==> src/rtl/skullfet_pkg.sv <==
// ---------------------------------------------------------------------------
// skullfet_pkg: shared states, pattern count and truth table for the tester
// Revision: 1.0
// ---------------------------------------------------------------------------
`default_nettype none

package skullfet_pkg;

  typedef enum logic [2:0] {
    IDLE  = 3'd0,
    APPLY = 3'd1,
    WAIT  = 3'd2,
    CHECK = 3'd3,
    DONE  = 3'd4
  } tester_state_t;

  localparam int NUM_PATTERNS = 4;

  // Returns {nand_exp, inv_exp} for pattern p (inv_a = p[0], nand = p[1], p[0]).
  function automatic logic [1:0] expected_outputs(input logic [1:0] p);
    return {~(p[1] & p[0]), ~p[0]};
  endfunction

endpackage

`default_nettype wire

==> src/rtl/skullfet_sync.sv <==
// ---------------------------------------------------------------------------
// skullfet_sync: STAGES-deep flop chain for one asynchronous cell output
// Revision: 1.0
// ---------------------------------------------------------------------------
`default_nettype none

module skullfet_sync #(
  parameter int STAGES = 2
) (
  input  logic clk,
  input  logic rst,
  input  logic d,
  output logic q
);

  logic [STAGES-1:0] chain;

  always_ff @(posedge clk) begin
    if (rst) chain <= '0;
    else     chain <= {chain[STAGES-2:0], d};
  end

  assign q = chain[STAGES-1];

endmodule

`default_nettype wire

==> src/rtl/skullfet_cell_tester.sv <==
// ---------------------------------------------------------------------------
// skullfet_cell_tester: exhaustive sweep checker for SkullFET INV/NAND cells.
// SKULLFET_ERRCNT_EN adds the err_count output. Revision: 1.0
// ---------------------------------------------------------------------------
`default_nettype none

module skullfet_cell_tester
  import skullfet_pkg::*;
#(
  parameter int SETTLE_CYCLES = 4,
  parameter int SYNC_STAGES   = 2,
  parameter int ITER_W        = 8,
  parameter int STOP_ON_FAIL  = 1
) (
  input  logic              clk,
  input  logic              rst,
  input  logic              start,
  input  logic              stop,
  input  logic [ITER_W-1:0] loop_count,
  output logic              inv_a,
  input  logic              inv_y,
  output logic              nand_a,
  output logic              nand_b,
  input  logic              nand_y,
  output logic              busy,
  output logic              done,
  output logic              pass,
  output logic [1:0]        fail_cell,
  output logic [1:0]        fail_pattern,
  output logic [ITER_W-1:0] sweeps_done
`ifdef SKULLFET_ERRCNT_EN
  ,
  output logic [7:0]        err_count
`endif
);

  localparam int WAIT_INIT = SETTLE_CYCLES + SYNC_STAGES - 1;
  localparam int WAIT_W    = (WAIT_INIT < 1) ? 1 : $clog2(WAIT_INIT + 1);

  tester_state_t     state, state_nxt;
  logic [1:0]        pat, pat_nxt;
  logic [WAIT_W-1:0] wait_cnt, wait_nxt;
  logic              pass_nxt;
  logic [1:0]        fail_cell_nxt, fail_pattern_nxt;
  logic [ITER_W-1:0] sweeps_nxt;
  logic [ITER_W:0]   sweeps_plus1;
  logic              inv_s, nand_s;
  logic [1:0]        mismatch;
  logic              run_active;

  skullfet_sync #(.STAGES(SYNC_STAGES)) u_sync_inv (
    .clk(clk), .rst(rst), .d(inv_y), .q(inv_s)
  );

  skullfet_sync #(.STAGES(SYNC_STAGES)) u_sync_nand (
    .clk(clk), .rst(rst), .d(nand_y), .q(nand_s)
  );

  assign mismatch     = {nand_s, inv_s} ^ expected_outputs(pat);
  assign sweeps_plus1 = {1'b0, sweeps_done} + {{ITER_W{1'b0}}, 1'b1};
  assign run_active   = (state == APPLY) || (state == WAIT) || (state == CHECK);

  assign busy   = run_active;
  assign done   = (state == DONE);
  assign inv_a  = run_active & pat[0];
  assign nand_a = run_active & pat[1];
  assign nand_b = run_active & pat[0];

`ifdef SKULLFET_ERRCNT_EN
  logic [7:0] err_cnt, err_nxt;
  assign err_count = err_cnt;
`endif

  always_comb begin
    state_nxt        = state;
    pat_nxt          = pat;
    wait_nxt         = wait_cnt;
    pass_nxt         = pass;
    fail_cell_nxt    = fail_cell;
    fail_pattern_nxt = fail_pattern;
    sweeps_nxt       = sweeps_done;
`ifdef SKULLFET_ERRCNT_EN
    err_nxt          = err_cnt;
`endif
    case (state)
      IDLE: begin
        if (start && !stop) begin
          state_nxt        = APPLY;
          pat_nxt          = 2'd0;
          pass_nxt         = 1'b0;
          fail_cell_nxt    = 2'd0;
          fail_pattern_nxt = 2'd0;
          sweeps_nxt       = '0;
`ifdef SKULLFET_ERRCNT_EN
          err_nxt          = 8'd0;
`endif
        end
      end
      APPLY: begin
        wait_nxt  = WAIT_W'(WAIT_INIT);
        state_nxt = WAIT;
      end
      WAIT: begin
        if (wait_cnt == '0) state_nxt = CHECK;
        else                wait_nxt  = wait_cnt - WAIT_W'(1);
      end
      CHECK: begin
        if (mismatch != 2'd0 && fail_cell == 2'd0) begin
          fail_cell_nxt    = mismatch;
          fail_pattern_nxt = pat;
        end
`ifdef SKULLFET_ERRCNT_EN
        if (mismatch != 2'd0 && err_cnt != 8'hFF) err_nxt = err_cnt + 8'd1;
`endif
        if (mismatch != 2'd0 && STOP_ON_FAIL != 0) begin
          state_nxt = DONE;
          pass_nxt  = 1'b0;
        end else if (pat == 2'(NUM_PATTERNS - 1)) begin
          if (sweeps_done != '1) sweeps_nxt = sweeps_plus1[ITER_W-1:0];
          if (loop_count != '0 && sweeps_plus1 == {1'b0, loop_count}) begin
            state_nxt = DONE;
            pass_nxt  = (fail_cell_nxt == 2'd0);
          end else begin
            pat_nxt   = 2'd0;
            state_nxt = APPLY;
          end
        end else begin
          pat_nxt   = pat + 2'd1;
          state_nxt = APPLY;
        end
      end
      DONE:    state_nxt = IDLE;
      default: state_nxt = IDLE;
    endcase

    // Abort discards whatever this cycle would have captured or counted.
    if (stop && run_active) begin
      state_nxt        = IDLE;
      pat_nxt          = pat;
      pass_nxt         = 1'b0;
      fail_cell_nxt    = fail_cell;
      fail_pattern_nxt = fail_pattern;
      sweeps_nxt       = sweeps_done;
`ifdef SKULLFET_ERRCNT_EN
      err_nxt          = err_cnt;
`endif
    end
  end

  always_ff @(posedge clk) begin
    if (rst) begin
      state        <= IDLE;
      pat          <= 2'd0;
      wait_cnt     <= '0;
      pass         <= 1'b0;
      fail_cell    <= 2'd0;
      fail_pattern <= 2'd0;
      sweeps_done  <= '0;
`ifdef SKULLFET_ERRCNT_EN
      err_cnt      <= 8'd0;
`endif
    end else begin
      state        <= state_nxt;
      pat          <= pat_nxt;
      wait_cnt     <= wait_nxt;
      pass         <= pass_nxt;
      fail_cell    <= fail_cell_nxt;
      fail_pattern <= fail_pattern_nxt;
      sweeps_done  <= sweeps_nxt;
`ifdef SKULLFET_ERRCNT_EN
      err_cnt      <= err_nxt;
`endif
    end
  end

endmodule

`default_nettype wire
==> config.mk <==
export PLATFORM = sky130hd
export DESIGN_NAME = skullfet_cell_tester
export DESIGN_NICKNAME = d
export VERILOG_FILES = /design/src/rtl/skullfet_pkg.sv /design/src/rtl/skullfet_sync.sv /design/src/rtl/skullfet_cell_tester.sv
export SDC_FILE = /design/constraint.sdc
export NUM_CORES = 1
export LEC_CHECK = 0
export CORE_UTILIZATION = 55
export CTS_BUF_LIST = sky130_fd_sc_hd__clkbuf_8
export CTS_CLUSTER_SIZE = 28
export DETAILED_ROUTE_END_ITERATION = 12
export PLACE_DENSITY_LB_ADDON = 0.15
export SYNTH_ARGS = -nofsm -noshare
export SYNTH_HDL_FRONTEND = slang
export SYNTH_HIERARCHICAL = 1
export SYNTH_SLANG_ARGS = --single-unit
==> constraint.sdc <==
create_clock -name clk -period 6.35 [get_ports clk]
set_clock_uncertainty 0.1 [all_clocks]
set_input_delay 1.27 -clock clk [delete_from_list [all_inputs] [get_ports clk]]
set_output_delay 1.27 -clock clk [all_outputs]
set_load 0.05 [all_outputs]
## Yosys cells after proc, flatten, opt, wreduce, memory -nomap -nowiden

Index checks and enable logic that the tools add are counted.
Widths: inputs -> output; s select.

- Add/subtract/negate cells: 3
- Multiply operators: 0
- Div/mod/pow operators: 0
- Magnitude comparators: 0
- Equality and inequality tests: 17
- Shifts and indexed selects: 0
- Multiplexer cells: 28
- Bitwise operators: 7
- Reductions and logical operators: 23

Operators with widths:

| cell | number |
|---|---|
| $mux 8 | 4 |
| $mux 3 | 6 |
| $pmux 8 s2 | 1 |
| $mux 2 | 7 |
| $pmux 2 s2 | 3 |
| $pmux 3 s4 | 1 |
| $add 8x1->9 const B | 1 |
| $eq 9x8->1 | 1 |
| $ne 2x1->1 const B | 4 |
| $ne 8x8->1 const B | 1 |
| $reduce_and 4->1 | 2 |
| $reduce_bool 8->1 | 1 |
| $eq 3x2->1 const B | 2 |
| $logic_not 3->1 | 2 |
| $ne 2x2->1 const B | 3 |
| $ne 3x1->1 const B | 2 |
| $pmux 3 s2 | 1 |
| $reduce_and 6->1 | 1 |
| $reduce_bool 2->1 | 3 |
| $reduce_and 5->1 | 1 |
| $logic_and 1x1->1 | 4 |
| $logic_not 2->1 | 2 |
| $mux 1 | 4 |
| $reduce_and 2->1 | 2 |
| other kinds (14) | 19 |

- Register bits after elaboration: 25
- Bits in latches: 0
- Bits in writable memories: 0
- Bits in read-only memories: 0
- Input bits: 14
- Output and inout port bits: 18
- Word-level logic and storage cells: 87
- Memories kept: 0

## Longest topological paths before layout

Gate-level depths: netlist of run 1.

- Depth after elaboration: 12
- Gate-level depth with buffers: 7
- Mapped depth without buffers: 7

## Cells and area by module

The synthesis of run 1 kept the hierarchy.

By module, submodules not included:

| module | times used | cells an instance | area an instance (um^2) | sequential area each (um^2) |
|---|---|---|---|---|
| skullfet_cell_tester | 1 | 179 | 1443.9 | 420.4 |
| skullfet_sync | 2 | 4 | 52.6 | 40.0 |

## Least setup slack after synthesis of run 1

No wires, ideal clock.

- Kind: reg2out
- Start point: register state[0]
- End point: output nand_b
- Data arrival time: 2.167 ns
- Path slack: 2.813 ns
- Cell stages (with the launch flop): 6
- Path buffers: 2
- Path through: dfxtp_1 > buf_2 > nor2_1 > nor2_1 > and2_1 > buf_4

- Cells in the longest elaborated chain, start to end: 4
- Elaborated cells between the ends (all ways): 6
- Those cells by class: 3 x eq/ne; 1 x bitwise; 2 x reduce/logical

RTL lines:

| item | RTL line | text |
|---|---|---|
| start, declared | skullfet_cell_tester.sv:40 | `tester_state_t state, state_nxt;` |
| start signal, assigned | skullfet_cell_tester.sv:163 | `state <= state_nxt;` |
| $eq 3x1->1 or $eq 3x2->1 (tied branches) | skullfet_cell_tester.sv:61 | `assign run_active = (state == APPLY) \|\| (state == WAIT) \|\| (state == CHECK);` |
| $logic_or 1x1->1 | skullfet_cell_tester.sv:61 |  |
| $logic_or 1x1->1 * | skullfet_cell_tester.sv:61 |  |
| via busy | skullfet_cell_tester.sv:25 | `output logic busy,` |
| $and 1x1->1 * | - |  |
| end, declared | skullfet_cell_tester.sv:23 | `output logic nand_b,` |

Mark *: on every way through the listed nets, which the timed path passes. The rest lies on a longest branch.

## Worst setup path in the final report of run 1

- Start point: register state[1]
- End point: output nand_b

- Cells in the longest elaborated chain, start to end: 4
- Elaborated cells between the ends (all ways): 6
- Those cells by class: 3 x eq/ne; 1 x bitwise; 2 x reduce/logical

RTL lines:

| item | RTL line | text |
|---|---|---|
| $eq 3x1->1 or $eq 3x2->1 (tied branches) | skullfet_cell_tester.sv:61 |  |
| $logic_or 1x1->1 | skullfet_cell_tester.sv:61 |  |
| $logic_or 1x1->1 * | skullfet_cell_tester.sv:61 |  |
| $and 1x1->1 * | skullfet_cell_tester.sv:67 | `assign nand_b = run_active & pat[0];` |

Mark *: on every way between the ends. The rest lies on a longest branch, timed or not.

==> metrics.txt, run 1 <==
CP Capture Type=output port; Routed Antenna Nets=0; gr usage total=25.3%; EDFF count, synth=0; hpwl dp=2560 um; top-area cell type share of the netlist area=32.3%; initial antenna violation count=0; worst reg2reg path startpoint=sweeps_done[0]; Pre-Repair DR Iteration Count=4; Post-CTS Setup Inserts=0; Worst Path Max Fanout=12; worst skew pair latency=0.26 ns; outcome=complete, no violations; reg2reg end=pass; Final Cycle Share=56.4%; Cell Pwr Density=158 mW/mm^2; fin cells=244; largest cells by area after synthesis=dfxtp_1 (32%), nor2_1 (6.8%), xnor2_1 (6.8%); CTS root buffer=clkbuf_8; VDD IR max=0.195 mV; relative slew slack=56.0%; vias in the first global route=1216; GPL Wtd Cong=0.831; Avg Cell Area, Syn=8.28 sq um; most frequent cell after synthesis=nor2_1; core area=0.00257 sq mm; Mapped Cells=187; n_diodes=0; Synth top cells by count=nor2_1 (28), dfxtp_1 (25), a21oi_1 (12), xnor2_1 (12), nor3_1 (11); Starting Density=60.3%; post-synth top area cell=dfxtp_1; Slew Limit Fails=0; crit path DAT=2.21 ns; Detailed Route WL=3490 um; via count=1434; Reg2Reg Depth=7; Syn Nets=205; CTS H-Tree Depth=1; Wirelength per Cell=14.3 um; largest net degree at the start of global routing=19; initial DRC count=26; row cnt=18; Setup crit start=state[1]; GRT overflow=0; leakage=0.644 nW; post-CTS sizing=0; final-report setup violation count=0; # port buffers=31; CP Class=flip-flop to output port; Setup TNS Final=0 ns; Warnings, synthesis=6; Placed Instances=240; Vias/cell=5.88; Hold Path Stages=1; post-synth design cell area=0.00155 sq mm; CP required=4.98 ns; Netlist cell types=49; unrepaired setup endpoints after global routing=no; # nets final=233; Die X=55.1 um; area growth from synthesis to layout=22.5%; Seq/Total Area, Yosys=32.3%; Clock Path Buffers=2; reg-to-reg slack, setup=3.80 ns; Worst Tran Pin Value=0.658 ns; final count of hold timing violations=0; Async S/R FF share, synth=0%; max-cap violation count=0; CTS Hold Buffers Added=0; Post-synth top flop=dfxtp_1; die height=55.1 um; Hold Path End=u_sync_nand/chain[1]; Die Footprint=0.00303 sq mm; CTS tree=done; Hold Crit Class=flip-flop to flip-flop; global-route wire length before repair=5420 um; post-route minimum period=3.58 ns; fmax=0.279 GHz; Synth Register Bits=25; Sink Count=25; crit path launch type=flip-flop; Post-route DRC=0; Hold Startpoint=u_sync_nand/chain[0]; io pins=32; layout cells sized above 1=5.61%; Inserted Clock Buffers=3; Worst-path clk slew=0.08 ns
## cells by family after synthesis
family                     Yosys count  synth area share (%)
AOI/OAI and AO/OA                   38                  16.5
xor gates and xnor gates            17                  9.61
adders and majority gates            4                  3.23
buffers and inverters               12                  3.80
DFF                                 25                  32.3
muxes                                4                  2.58
and+or+nand+nor                     87                  32.0
## sequential cells by signal (all words and copies together), names as in the netlist, 2 cells and up
register / count
fail_cell: 2
fail_pattern: 2
pat: 2
state: 3
sweeps_done: 8
u_sync_inv/chain: 2
u_sync_nand/chain: 2
wait_cnt: 3
## through the flow
stage	cell area, sq um	total power, mW	utilization (%)	hold slack (ns)	setup slack [ns]
after floorplan	1550	0.195	-	0.314	2.81
after global placement	1850	0.211	72.2	0.333	2.78
after detailed placement	1850	0.213	72.2	0.341	2.71
after CTS	1900	0.301	73.9	0.359	2.80
after global routing	1900	0.312	73.9	0.377	2.66
final	1900	0.299	73.9	0.354	2.77
## layout by cell type, fill, tap and decap left out, types with 5 or more instances in the layout
master	instances
clkdlybuf4s50_1	31
nor2_1	28
dfxtp_1	25
a21oi_1	12
xnor2_1	12
nor3_1	11
nand2_1	10
inv_1	5
xor2_1	5
## where the power goes
group,switching (mW),leakage [nW],total (mW),internal (mW)
Clock,0.0465,0.0269,0.0897,0.0432
Sequential,0.00435,0.203,0.165,0.160
Combinational,0.0246,0.414,0.0451,0.0205
## critical path, stage by stage (launching register included)
cell and delay [ns]:
dfxtp_1 0.59, nor2_1 0.10, nor2_1 0.26, and2_1 0.19, clkdlybuf4s50_1 0.80
## per-layer routing
| layer | part of all wire [%] | vias up | GRT usage (%) |
|---|---|---|---|
| met1 | 47 | 666 | 34.7 |
| met4 | 1.5 | 0 | 8.75 |
| met2 | 45 | 40 | 39.0 |
| li1 | - | 721 | - |
| met5 | 0 | - | 0 |
| met3 | 5.8 | 7 | 5.46 |
## area by class of cell
cell class | instances | area (sq um)
Clock buffer | 3 | 41.3
Tap cell | 30 | 37.5
Timing Repair Buffer | 31 | 310
Inverter | 4 | 15.0
Multi-Input combinational cell | 150 | 990
Sequential cell | 25 | 500
Fill cell | 208 | 669
Clock inverter | 1 | 3.75
## how the worst max path moves through the flow
stage,end,slack [ns],cells after the start
5_1_grt,nand_b,2.66,4
4_1_cts,nand_b,2.80,4
3_3_place_gp,sweeps_done[4],2.78,6
3_5_place_dp,sweeps_done[4],2.71,6
2_1_floorplan,nand_b,2.81,5
6_report,nand_b,2.77,4
Note: power is estimated with default switching activity, not from simulation.
==> run 2, diff against run 1 <==
CORE_UTILIZATION = 48   (was 55)
clock period = 3.1 ns   (was 6.35 ns; I/O delays follow)
==> metrics.txt, run 2 (synthesized netlist as in run 1, its figures left out) <==
largest net degree at the start of global routing=18 (-1); Die Footprint=0.00346 sq mm (+14%); largest register by flop count=sweeps_done; # port buffers=31 (unchanged); biggest regs=sweeps_done (8), state (3), wait_cnt (3); crit path DAT=2.18 ns (-0.03 ns); vias in the first global route=1329 (+9.3%); Final Cycle Share=93.5%; crit-path most repeated cell=nor2_1; Wirelength per Cell=14.0 um (-2.3%); Pre-Repair DR Iteration Count=4 (unchanged); Sink Count=25 (unchanged); buffers plus inverters on the worst setup path=1 (unchanged); Worst Path Max Fanout=12 (unchanged); Cell Pwr Density=324 mW/mm^2 (+110%); crit path launch type=flip-flop; CP Capture Type=output port; Die X=58.8 um (+6.8%); outcome=complete, no violations; Inserted Clock Buffers=3 (unchanged); row cnt=20 (+2); relative slew slack=66.2% (+10 points); hpwl dp=2750 um (+7.7%); Worst-path clk slew=0.09 ns (about the same); area growth from synthesis to layout=24.2%; die height=58.8 um (+6.8%); most frequent cells in the layout=clkdlybuf4s50_1 (31), nor2_1 (28), dfxtp_1 (25); GPL Wtd Cong=0.861 (+3.7%); Detailed Route WL=3620 um (+3.7%); global-route wire length before repair=6220 um (+15%); Post-CTS Setup Inserts=0 (unchanged); via count=1427 (-0.49%); layout cells sized above 1=6.51% (+0.90 points); initial antenna violation count=0 (unchanged); Clock Path Buffers=2 (unchanged); final count of hold timing violations=0 (unchanged); CTS H-Tree Depth=1 (unchanged); n_diodes=0 (unchanged); io pins=32 (unchanged); post-route minimum period=2.90 ns; Design Area, Final=0.00192 sq mm (+1.4%); Hold Crit Class=flip-flop to flip-flop; Slew Limit Fails=0 (unchanged); Vias/cell=5.51 (-6.3%); CTS tree=done; slowest stage delay, CP=0.80 ns (about the same); gr usage total=23.5% (-1.8 points); Routed Antenna Nets=0 (unchanged); fmax=0.345 GHz; initial DRC count=36 (+38%); GRT overflow=0 (unchanged); CP Class=flip-flop to output port; # nets final=234 (+0.43%); CP max-delay cell=clkdlybuf4s50_1; core area=0.00305 sq mm (+19%); CTS Hold Buffers Added=0 (unchanged); Largest register FFs=8 (unchanged); Starting Density=50.7% (-9.6 points); final-report setup violation count=0 (unchanged); unrepaired setup endpoints after global routing=no; CP required=2.38 ns (-2.60 ns); Overall Power=624 uW (+110%); commonest non-fill, non-tap cell in the layout=clkdlybuf4s50_1; post-CTS sizing=0 (unchanged); VDD IR max=0.337 mV (+73%); leakage=0.647 nW (+0.53%); Post-route DRC=0 (unchanged); Worst Tran Pin Value=0.505 ns (-0.153 ns); Setup TNS Final=0 ns (unchanged); worst skew pair latency=0.27 ns (about the same); critical path's top delay family=buffers and inverters; area post-placement=0.00188 sq mm (+1.4%); max-cap violation count=0 (unchanged); crit path cell chain=nor2_1, nor2_1, and2_1, clkdlybuf4s50_1; CTS root buffer=clkbuf_8
## run 2: cell types whose count changed in the layout (fill, tap and decap cells not counted)
| cell | before | now |
|---|---|---|
| buf_4 | 0 | 1 |
| clkinv_2 | 0 | 1 |
| inv_1 | 5 | 4 |
## run 2: power by group
part,switching [mW],internal (mW)
logic,0.0506,0.0430
clock network,0.104,0.0899
registers,0.00837,0.328
## run 2: final timing paths
path | start | cells after the start | to | slack, ns
hold / removal | u_sync_nand/chain[0] | 1 | u_sync_nand/chain[1] | 0.36
setup reg to reg | sweeps_done[0] | 7 | pass | 0.51
hold reg to reg | u_sync_nand/chain[0] | 1 | u_sync_nand/chain[1] | 0.36
setup / recovery | state[1] | 4 | inv_a | 0.20
## run 2: per-stage QoR
step | std cells | hold WS [ns] | worst slack (ns) | util, %
3_5_place_dp | 255 | 0.342 | 0.153 | 61.5
3_3_place_gp | 255 | 0.320 | 0.199 | 61.5
5_1_grt | 259 | 0.365 | 0.0417 | 63.0
6_report | 259 | 0.359 | 0.203 | 63.0
4_1_cts | 259 | 0.362 | 0.216 | 63.0
2_1_floorplan | 187 | 0.314 | 0.213 | -
## run 2: worst reg2reg max path: cells and delay by family, from the launching register on
family	cells	cell delay [ns]
simple gates	3	0.93
flops	1	0.49
fa+ha+maj	1	0.36
compound gates	2	0.31
mux	1	0.29
## run 2: metal layers
layer | global-route usage, % | part of all wire (%) | vias to the layer above
met5 | 0 | 0 | -
met3 | 4.62 | 2.8 | 4
li1 | - | - | 728
met4 | 5.10 | 0.75 | 0
met2 | 38.1 | 47 | 19
met1 | 32.2 | 50 | 676
## run 2: cell type report
type	count	area, sq um
clock inverters	1	5.00
clock buffers	3	41.3
multi-input cells	150	990
well taps	44	55.1
inverters	4	15.0
repair buffers	32	318
flip-flops and latches	25	500
fillers	291	1130
